`config.mk`:
```
export PLATFORM = sky130hd
export DESIGN_NAME = polar_clip_sat_out
export DESIGN_NICKNAME = d
export VERILOG_FILES = /design/src/rtl/polar_clip_sat_out.sv
export SDC_FILE = /design/constraint.sdc
export NUM_CORES = 1
export LEC_CHECK = 0
export BUFFER_PORTS_ARGS = -buffer_cell sky130_fd_sc_hd__buf_2
export CORE_MARGIN = 8
export CORE_UTILIZATION = 50
export DETAILED_ROUTE_END_ITERATION = 10
export GPL_ROUTABILITY_DRIVEN = 0
export HOLD_SLACK_MARGIN = 0.08
export PLACE_DENSITY = 0.68
export SYNTH_ARGS = -nofsm -noshare
export SYNTH_HDL_FRONTEND = slang
export SYNTH_SLANG_ARGS = --single-unit
```
`constraint.sdc`:
```
create_clock -name clk -period 3.1 [get_ports clk]
set_input_delay 0.62 -clock clk [delete_from_list [all_inputs] [get_ports clk]]
set_output_delay 0.62 -clock clk [all_outputs]
set_load 0.01 [all_outputs]
```
`src/rtl/polar_clip_sat_out.sv`:
```
// Rounds and saturates signed multiplier products to 16 bits, buffers them in a credit-managed FIFO and
// streams them out framed. Define POLAR_CLIP_SAT_STATUS_EN to add the sat_count status output.
module polar_clip_sat_out #(
  parameter int SHIFT     = 15,
  parameter int DEPTH     = 8,
  parameter int FRAME_LEN = 64
) (
  input  logic        clk,
  input  logic        reset_n,
  input  logic        issue,
  output logic        issue_ok,
  input  logic        prod_valid,
  input  logic [31:0] prod_data,
  output logic [15:0] m_tdata,
  output logic        m_tvalid,
  input  logic        m_tready,
  output logic        m_tlast,
`ifdef POLAR_CLIP_SAT_STATUS_EN
  output logic [15:0] sat_count,
`endif
  output logic        err_ovf
);

  localparam int AW = $clog2(DEPTH);
  localparam int CW = AW + 1;
  localparam logic [CW-1:0] DEPTH_C = CW'(DEPTH);
  localparam logic [CW:0]   DEPTH_X = {1'b0, DEPTH_C};
  localparam logic [15:0]   LAST_BEAT = 16'(FRAME_LEN - 1);
  localparam logic signed [32:0] HALF = 33'sd1 <<< (SHIFT - 1);
  localparam logic signed [32:0] SAT_HI = 33'sd32767;
  localparam logic signed [32:0] SAT_LO = -33'sd32768;

  logic [15:0]   mem_q [DEPTH];
  logic [AW-1:0] wr_ptr_q, rd_ptr_q;
  logic [CW-1:0] count_q, count_d;
  logic [CW-1:0] inflight_q, inflight_d;
  logic [15:0]   beat_q, beat_d;
  logic          err_q;

  logic signed [32:0] prod_ext_s, rounded_s, shifted_s;
  logic [15:0]        result_s;
  logic               sat_hit_s;
  logic               pop_s, push_s, full_s, issue_acc_s;

  assign prod_ext_s = {prod_data[31], prod_data};
  assign rounded_s  = prod_ext_s + HALF;
  assign shifted_s  = rounded_s >>> SHIFT;

  // Clip the rounded value into the 16-bit signed range.
  always_comb begin
    result_s  = shifted_s[15:0];
    sat_hit_s = 1'b0;
    if (shifted_s > SAT_HI) begin
      result_s  = 16'h7FFF;
      sat_hit_s = 1'b1;
    end else if (shifted_s < SAT_LO) begin
      result_s  = 16'h8000;
      sat_hit_s = 1'b1;
    end else begin
      result_s  = shifted_s[15:0];
      sat_hit_s = 1'b0;
    end
  end

  assign full_s      = (count_q == DEPTH_C);
  assign m_tvalid    = (count_q != {CW{1'b0}});
  assign pop_s       = m_tvalid && m_tready;
  assign push_s      = prod_valid && (!full_s || pop_s);
  assign issue_ok    = ({1'b0, count_q} + {1'b0, inflight_q}) < DEPTH_X;
  assign issue_acc_s = issue && issue_ok;
  assign m_tdata     = m_tvalid ? mem_q[rd_ptr_q] : 16'h0000;
  assign m_tlast     = m_tvalid && (beat_q == LAST_BEAT);
  assign err_ovf     = err_q;

  // Next-state for occupancy, outstanding multiplier credits and frame position.
  always_comb begin
    count_d    = count_q;
    inflight_d = inflight_q;
    beat_d     = beat_q;
    case ({push_s, pop_s})
      2'b10:   count_d = count_q + CW'(1);
      2'b01:   count_d = count_q - CW'(1);
      default: count_d = count_q;
    endcase
    case ({issue_acc_s, prod_valid})
      2'b10:   inflight_d = (inflight_q < DEPTH_C) ? inflight_q + CW'(1) : inflight_q;
      2'b01:   inflight_d = (inflight_q != {CW{1'b0}}) ? inflight_q - CW'(1) : inflight_q;
      default: inflight_d = inflight_q;
    endcase
    if (pop_s) begin
      beat_d = (beat_q == LAST_BEAT) ? 16'h0000 : beat_q + 16'h0001;
    end else begin
      beat_d = beat_q;
    end
  end

  // Control state registers.
  always_ff @(posedge clk or negedge reset_n) begin
    if (!reset_n) begin
      count_q    <= {CW{1'b0}};
      inflight_q <= {CW{1'b0}};
      beat_q     <= 16'h0000;
      wr_ptr_q   <= {AW{1'b0}};
      rd_ptr_q   <= {AW{1'b0}};
      err_q      <= 1'b0;
    end else begin
      count_q    <= count_d;
      inflight_q <= inflight_d;
      beat_q     <= beat_d;
      if (push_s) wr_ptr_q <= wr_ptr_q + AW'(1);
      if (pop_s)  rd_ptr_q <= rd_ptr_q + AW'(1);
      if (prod_valid && full_s && !pop_s) err_q <= 1'b1;
    end
  end

  // Storage needs no reset: the head is masked to zero whenever the FIFO is empty.
  always_ff @(posedge clk) begin
    if (push_s) mem_q[wr_ptr_q] <= result_s;
  end

`ifdef POLAR_CLIP_SAT_STATUS_EN
  logic [15:0] sat_cnt_q;
  assign sat_count = sat_cnt_q;

  // Count every clipped product, sticking at the top value.
  always_ff @(posedge clk or negedge reset_n) begin
    if (!reset_n) begin
      sat_cnt_q <= 16'h0000;
    end else if (prod_valid && sat_hit_s && (sat_cnt_q != 16'hFFFF)) begin
      sat_cnt_q <= sat_cnt_q + 16'h0001;
    end
  end
`endif

endmodule

```
## Word level (Yosys, flattened, before mapping)

Memories as Yosys holds them, arrays and structs flattened.
Cells that the tools add are included.

| cells by class | value |
|---|---|
| equal/unequal tests | 8 |
| reduce and logical (&&, ||, !) cells | 14 |
| muxes and demuxes | 10 |
| $lt $le $gt $ge | 4 |
| add/sub/neg operators | 9 |

Operator list:

| kind | number |
|---|---|
| two-way mux 16 bit | 4 |
| adder 32 x 16 -> 33 bit (second input constant) | 1 |
| > comparator 18 x 16 -> 1 bit (second input constant) | 1 |
| < comparator 18 x 16 -> 1 bit (second input constant) | 1 |
| adder 16 x 1 -> 16 bit (second input constant) | 1 |
| equality test 16 x 6 -> 1 bit (second input constant) | 1 |
| case mux 4 bit (2 select lines) | 2 |
| adder 4 x 1 -> 4 bit (second input constant) | 2 |
| two-way mux 4 bit | 2 |
| nonzero test 4 bit | 2 |
| subtractor 4 x 1 -> 4 bit (second input constant) | 2 |
| adder 3 x 1 -> 3 bit (second input constant) | 2 |
| logical AND 1 bit | 6 |
| adder 4 x 4 -> 5 bit | 1 |
| < comparator 5 x 4 -> 1 bit (second input constant) | 1 |
| equality test 2 x 1 -> 1 bit (second input constant) | 2 |
| equality test 2 bit (second input constant) | 2 |
| equality test 4 bit (second input constant) | 1 |
| < comparator 4 bit (second input constant) | 1 |
| inequality test 2 bit (second input constant) | 2 |
| nonzero test 2 bit | 2 |
| AND reduction 3 bit | 1 |
| logical NOT 1 bit | 2 |
| two-way mux 1 bit | 2 |
| logical OR 1 bit | 1 |

| storage, ports and cells | value |
|---|---|
| register bits after elaboration | 31 |
| logic and storage cells | 52 |
| bits in writable memories | 128 |
| memories kept | 1 |

Memories:

| memory | words | bits a word | read ports | clocked after Yosys merged registers in | write ports | RTL line | RTL |
|---|---|---|---|---|---|---|---|
| mem_q | 8 | 16 | 1 | 0 | 1 | 33 | `logic [15:0] mem_q [DEPTH];` |

## Logic depth before layout (Yosys ltp)

Gate-level depths: netlist (run 1).

| depth | value |
|---|---|
| depth after elaboration | 6 |
| mapped depth | 12 |

## Worst setup path before layout (run 1)

OpenSTA, ideal clock, no wires.

| timing path | value |
|---|---|
| kind | register to register |
| from | register count_q[1] |
| to | register inflight_q[3] |
| path slack | -101 ps |
| path buffers | 0 |
| data required time | 2975 ps |
| arrival | 3076 ps |
| setup time | 125 ps |
| clock period less this slack | 3201 ps |
| cell stages (with the launch flop) | 12 |
| path through | dfrtp_1 > ha_1 > a31o_2 > a2111oi_0 > nand2_1 > ha_1 > ha_1 > a21o_1 > a21oi_1 > xnor2_1 > nor2_1 > xor2_1 |

| on the way | value |
|---|---|
| word-level cells in the longest chain between the ends | 6 |
| elaborated cells between the ends (all ways) | 10 |
| classes of those cells | 1 x add/sub; 1 x order compare; 4 x eq/ne; 1 x mux; 3 x reduce/logical |

RTL lines:

| element | RTL line | RTL |
|---|---|---|
| from (decl) | 35 | `logic [CW-1:0] count_q, count_d;` |
| from (signal assigned) | 100 | `count_q <= {CW{1'b0}};` |
| from (signal assigned) | 107 | `count_q <= count_d;` |
| adder 4 x 4 -> 5 bit (*) | 69 | `assign issue_ok = ({1'b0, count_q} + {1'b0, inflight_q}) < DEPTH_X;` |
| < comparator 5 x 4 -> 1 bit (*) | 69 |  |
| via issue_ok | 11 | `output logic issue_ok,` |
| logical AND 1 bit (*) | 70 | `assign issue_acc_s = issue && issue_ok;` |
| equality test 2 x 1 -> 1 bit or equality test 2 bit (tied branches) | 85 | `case ({issue_acc_s, prod_valid})` |
| inequality test 2 bit (no source line) or nonzero test 2 bit (tied branches) | n/a |  |
| AND reduction 3 bit (no source line) | n/a |  |
| to (signal assigned) | 101 | `inflight_q <= {CW{1'b0}};` |
| to (signal assigned) | 108 | `inflight_q <= inflight_d;` |
| to (decl) | 36 | `logic [CW-1:0] inflight_q, inflight_d;` |

Mark *: on every way through the listed nets, which the timed path passes. The rest lies on a longest branch.
A chain may end at the register's enable or synchronous reset.

## Worst setup path in the final report (run 1)

| timing path | value |
|---|---|
| from | register inflight_q[1] |
| to | register inflight_q[3] |

| on the way | value |
|---|---|
| word-level cells in the longest chain between the ends | 6 |
| elaborated cells between the ends (all ways) | 16 |
| classes of those cells | 3 x add/sub; 2 x order compare; 4 x eq/ne; 3 x mux; 4 x reduce/logical |

RTL lines:

| element | RTL line |
|---|---|
| adder 4 x 4 -> 5 bit | 69 |
| < comparator 5 x 4 -> 1 bit | 69 |
| logical AND 1 bit | 70 |
| equality test 2 x 1 -> 1 bit or equality test 2 bit (tied branches) | 85 |
| inequality test 2 bit (no source line) or nonzero test 2 bit (tied branches) | n/a |
| AND reduction 3 bit (no source line) | n/a |

Parallel ways exist; a longest one is shown, timed or not. The select of a mux whose other input is x is not followed.

==> results of run 1 <==
## cells in the final DEF, fill, tap and decap left out, types with 15 or more instances in the layout
cell type,netlist,routed
o21ai_0,16,16
xnor2_1,19,19
buf_2,5,42
mux2i_1,17,17
nor2_1,34,34
clkbuf_16,0,17
edfxtp_1,128,128
nand2_1,37,37
buf_4,0,18
inv_1,15,15
a21oi_1,15,15
mux4_2,32,32
dfrtp_1,31,30
## power by group through the flow
stage / Sequential (uW) / Clock, uW / Combinational (uW)
2_1_floorplan: 2910 / 0 / 1700
3_3_place_gp: 3020 / 0 / 2330
3_5_place_dp: 3040 / 0 / 2370
4_1_cts: 3010 / 2120 / 2390
5_1_grt: 3050 / 2210 / 2590
6_report: 3000 / 2100 / 2330
## final cells by class
class / instances / area share (%)
Clock buffer: 19 / 5.26
Clock inverter: 13 / 1.98
Inverter: 16 / 0.760
Multi-Input combinational cell: 271 / 28.7
Sequential cell: 159 / 56.2
Tap cell: 180 / 2.74
Timing Repair Buffer: 61 / 4.44
## through the flow
stage | cells | hold WS (ns)
floorplan | 460 | 0.324
global placement | 687 | 0.458
detailed placement | 687 | 0.469
CTS | 719 | 0.269
global route | 719 | 0.296
finish | 719 | 0.243
## final timing paths
path                               start  depth (start not counted)  slack [ns]            end
min                              reset_n                          1        0.24  inflight_q[3]
min reg2reg                   beat_q[15]                          1        0.47     beat_q[15]
max reg2reg                inflight_q[1]                         11        0.24  inflight_q[3]
min in group clk              beat_q[15]                          1        0.47     beat_q[15]
max in group asynchronous        reset_n                          1        2.36    rd_ptr_q[0]
max                        inflight_q[1]                         11        0.24  inflight_q[3]
## critical path: stages, from the launching register on
cell	delay (ns)
dfrtp_1	0.43
ha_1	0.29
a31o_2	0.23
a2111oi_1	0.48
nand2_1	0.14
ha_1	0.24
ha_1	0.28
a21o_1	0.15
a21oi_1	0.17
xnor2_1	0.13
nor2_1	0.06
xor2_1	0.14
## state kept, by name, summed over array words and instances (netlist names)
name / cells
beat_q: 16
count_q: 4
err_ovf: 1
inflight_q: 4
mem_q: 128
rd_ptr_q: 3
wr_ptr_q: 3
## layer usage
layer,track usage (%),up-vias,share of wire (%),wire length (um)
met5,0,-,0,0
met4,5.31,0,1.4,195
met3,3.75,14,4.3,602
met2,26.6,113,50,6900
met1,21.0,2049,45,6220
li1,-,1884,-,-
## cells by family after synthesis
kind of cell    after synthesis  share of synthesized area [%]
flops                       159                           65.0
simple gates                127                           9.00
mux                          49                           12.5
compound gates               45                           4.16
xor+xnor                     33                           4.07
buf+inv                      30                           2.03
fa+ha+maj                    17                           3.17
==> reports/metrics.yaml, run 1 <==
outcome:
  status: "complete, no violations"
pwr:
  powerDensity_nw_per_um2: 903
  p_sw_share_pct: 31.5
  p_seq_share_pct: 40.4
  worst_ir_drop_vdd_mv: 0.327
  total_power_uw: 7430
  pwr-share-clk_pct: 28.2
  power_frac_comb_pct: 31.4
  p_sw_uw: 2340
  p_leak_uw: 0.00305
  intPower_uw: 5090
layout:
  nFillCells: 1085
  area_delta_synth_final_pct: 15.9
  multiInputGateArea_um2: 2360
  nets: 579
  layout-drive-gt1-share_pct: 25.8
  fin_area_um2: 8230
  regArea_um2: 4620
  diodes: 0
  final_util_pct: 59.3
place:
  postPlaceCellArea_um2: 7630
  io_buffers: 42
  pre_cts_ws_ns: 0.242
  hpwl_um: 8890
cts:
  cts_tree: "built"
  cts_buffer_depth: 2
  clockRootBuffer: "clkbuf_16"
  cts_buffers: 17
  cts_max_level: 4
  clk_latency_ns: 0.42
  ctsHoldBuffers: 0
  cts_resized: 0
  post-cts-setup-buffers: 0
  clkSinkCount: 159
  clk_pin_slew_ns: 0.06
worst_setup_path:
  cp.arrival_ns: 3.16
  critPathCaptureType: "flop"
  crit_type: "reg -> reg"
  critical_path.max_fanout: 5
  start_kind: "flop"
  critPathRequiredTime_ns: 3.40
sta:
  min_period_ns: 2.86
  fin_skew_ns: 0.00825
  setup_tns_ns: 0
  finalSetupViolations: 0
  rsz0062_at_grt: "no"
  worst_pin_slew_ns: 1.02
  period_share_pct: 92.3
  timing.fmax_mhz: 350
  fin_ws_ns: 0.239
  final_max_slew_viol_count: 0
  max_slew_margin_pct: 31.5
  hold_violations: 0
routing:
  via_count: 4060
  drcViolationCount: 0
  postRouteAntennaNets: 0
  routedWlPerCell_um: 19.4
  drtPass1Iterations: 4
  routed_wl_um: 13900
  viasPerCell: 5.65
  drtIter0Drc: 223
die:
  core_area_um2: 13900
  io_pins: 57
  die_w_um: 135
  rows: 43
  initial_core_util_pct: 51.2
  fp.dieH_um: 135
  die_area_um2: 18300
yosys:
  synth_top_cell_area_share_pct: 54.1
  synth-seq-cells: 159
  syn_area_um2: 7100
  async_reset_ff_share_pct: 19.5
  yosys_warnings: 0
  synth_cells: 460
  synthTopCellsByArea: "edfxtp_1 (54%), dfrtp_1 (11%), mux4_2 (10%)"
  yosys.cell_count.top_type: "edfxtp_1"
  synth_common_cells: "edfxtp_1 (128), nand2_1 (37), nor2_1 (34)"
  synth.avg_cell_area_um2: 15.4
  yosysTopAreaCell: "edfxtp_1"
  syn-num-nets: 513
  yosys_most_used_dff: "edfxtp_1"
  yosysSeqAreaShare_pct: 65.0
  synth_cell_types: 48
  synth-edff-count: 128
global_route:
  overflow: 0
  grt_first_pass_wirelength_um: 22500
  grt_pass1_vias: 4147
  grt_max_degree: 32
  grt_antenna_before_repair: 0
  track_usage_pct: 16.2
run:
  cap_violations: 0
hold_path:
  hold_path.class: "in -> async"
(Power assumes the default switching activity.)
==> run 2: changes to the inputs <==
- CELL_PAD_IN_SITES_DETAIL_PLACEMENT: unset -> 0
- CELL_PAD_IN_SITES_GLOBAL_PLACEMENT: unset -> 1
- CORE_ASPECT_RATIO: unset -> 1.5
- PLACE_DENSITY: 0.68 -> unset
- PLACE_DENSITY_LB_ADDON: unset -> 0.1
==> run 2 against run 1 <==
  * Via count decreased by 0.32%
  * Utilization about the same
  * Clock skew increased by 0.0019 ns
==> reports/metrics.yaml, run 2 (synthesis results as in run 1) <==
worst_setup_path:
  critPathCaptureType: "flop"
  crit_type: "reg -> reg"
  critical_path.max_fanout: 5
  critPathRequiredTime_ns: 3.39
  start_kind: "flop"
  crit_path_start: "inflight_q[1]"
  cp.arrival_ns: 3.18
  r2r-start: "inflight_q[1]"
  max_stage_delay_ns: 0.48
  crit_top_cell: "ha_1"
  crit_slowest_cell: "a2111oi_1"
  worstPathCellList: "ha_1 > a31o_2 > a2111oi_1 > nand2_1 > ha_1 > ha_1 > a21o_1 > a21oi_1 > xnor2_1 > nor2_1 > xor2_1"
layout:
  area_delta_synth_final_pct: 16.2
  reg_top3: "mem_q: 128 flops, beat_q: 16 flops"
  regMostFlops: "mem_q"
  final_cell_mix: "edfxtp_1 (128), buf_2 (42), nand2_1 (37)"
  diodes: 0
  layout-drive-gt1-share_pct: 26.8
  final_common_cell: "edfxtp_1"
  nets: 584
  largest_reg_flops: 128
routing:
  postRouteAntennaNets: 0
  drcViolationCount: 0
  routed_wl_um: 14000
  dr_wl_met2_um: 7660
  routedWlPerCell_um: 19.7
  drtIter0Drc: 210
  via_count: 4047
  drtPass1Iterations: 4
  wl_met1_um: 5670
  highest_layer: "met4"
  viasPerCell: 5.71
  wl_met3_um: 464
sta:
  fin_skew_ns: 0.0101
  period_share_pct: 93.1
  max_slew_margin_pct: 39.1
  min_period_ns: 2.89
  finalSetupViolations: 0
  final_max_slew_viol_count: 0
  hold_violations: 0
  worst_pin_slew_ns: 0.903
  rsz0062_at_grt: "no"
  setup_tns_ns: 0
  timing.fmax_mhz: 347
cts:
  clockRootBuffer: "clkbuf_16"
  cts_buffer_depth: 2
  post-cts-setup-buffers: 0
  cts_buffers: 17
  cts_tree: "built"
  ctsHoldBuffers: 0
  clk_pin_slew_ns: 0.06
  clk_latency_ns: 0.42
  cts_max_level: 4
  cts_resized: 0
  clkSinkCount: 159
die:
  core_area_um2: 13900
  io_pins: 57
  die_area_um2: 18400
  fp.dieH_um: 162
  rows: 53
  initial_core_util_pct: 51.0
  die_w_um: 113
place:
  io_buffers: 42
  hpwl_um: 9110
pwr:
  powerDensity_nw_per_um2: 897
  p_leak_uw: 0.00307
  worst_ir_drop_vdd_mv: 0.403
  total_power_uw: 7410
global_route:
  grt_pass1_vias: 4284
  grt_antenna_before_repair: 0
  overflow: 0
  track_usage_pct: 16.5
  grt_max_degree: 35
  grt_first_pass_wirelength_um: 22800
run:
  cap_violations: 0
hold_path:
  hold_path.class: "in -> async"
outcome:
  status: "complete, no violations"
[run 2: cell types whose count changed in the layout (fill, tap and decap cells not counted), sizes merged]
cell and delta:
buf +5, bufinv -1, clkbuf -1, clkinv -4, clkinvlp +1, inv +5
[run 2: routing by layer]
layer  GRT usage (%)  vias up
met5               0        -
met4            6.02        0
met3            3.05       12
met2            30.0       68
met1            18.8     2068
li1                -     1899
[run 2: worst max-delay path: cells and delay by family (launching register included)]
kind,cells,cell delay [ns]
flip-flops,1,0.44
AND/OR/NAND/NOR,2,0.21
AO/OA/AOI/OAI,4,1.03
XOR/XNOR,2,0.28
adder cells (fa/ha/maj),3,0.82
[run 2: per-stage QoR]
stage,util [%],cells,cell area [um^2],hold WS (ns),worst slack (ns)
finish,59.3,709,8260,0.258,0.215
global route,59.3,709,8260,0.304,0.0188
CTS,59.3,709,8260,0.277,0.203
detailed placement,55.0,677,7650,0.459,0.226
global placement,55.0,677,7650,0.456,0.257
floorplan,-,460,7100,0.324,0.0552
[run 2: power breakdown]
group / internal (uW) / switching [uW]
sequential: 2710 / 258
clock: 1220 / 874
combinational: 1100 / 1240
[run 2: path summary, 6_finish.rpt]
kind | endpoint | slack (ns) | cells after the start
max in group asynchronous | rd_ptr_q[0] | 2.33 | 1
min in group clk | beat_q[15] | 0.47 | 1
min reg2reg | beat_q[15] | 0.47 | 1
max reg2reg | inflight_q[3] | 0.21 | 11
min | inflight_q[0] | 0.26 | 1
max | inflight_q[3] | 0.21 | 11
[run 2: layout make-up]
type | instances | area [um^2]
clock buffer | 18 | 429
clock inverter | 14 | 175
fill | 1101 | 5670
inverter | 16 | 62.6
multi-input combinational | 271 | 2360
sequential | 159 | 4620
tap | 165 | 206
timing repair buffer | 66 | 403
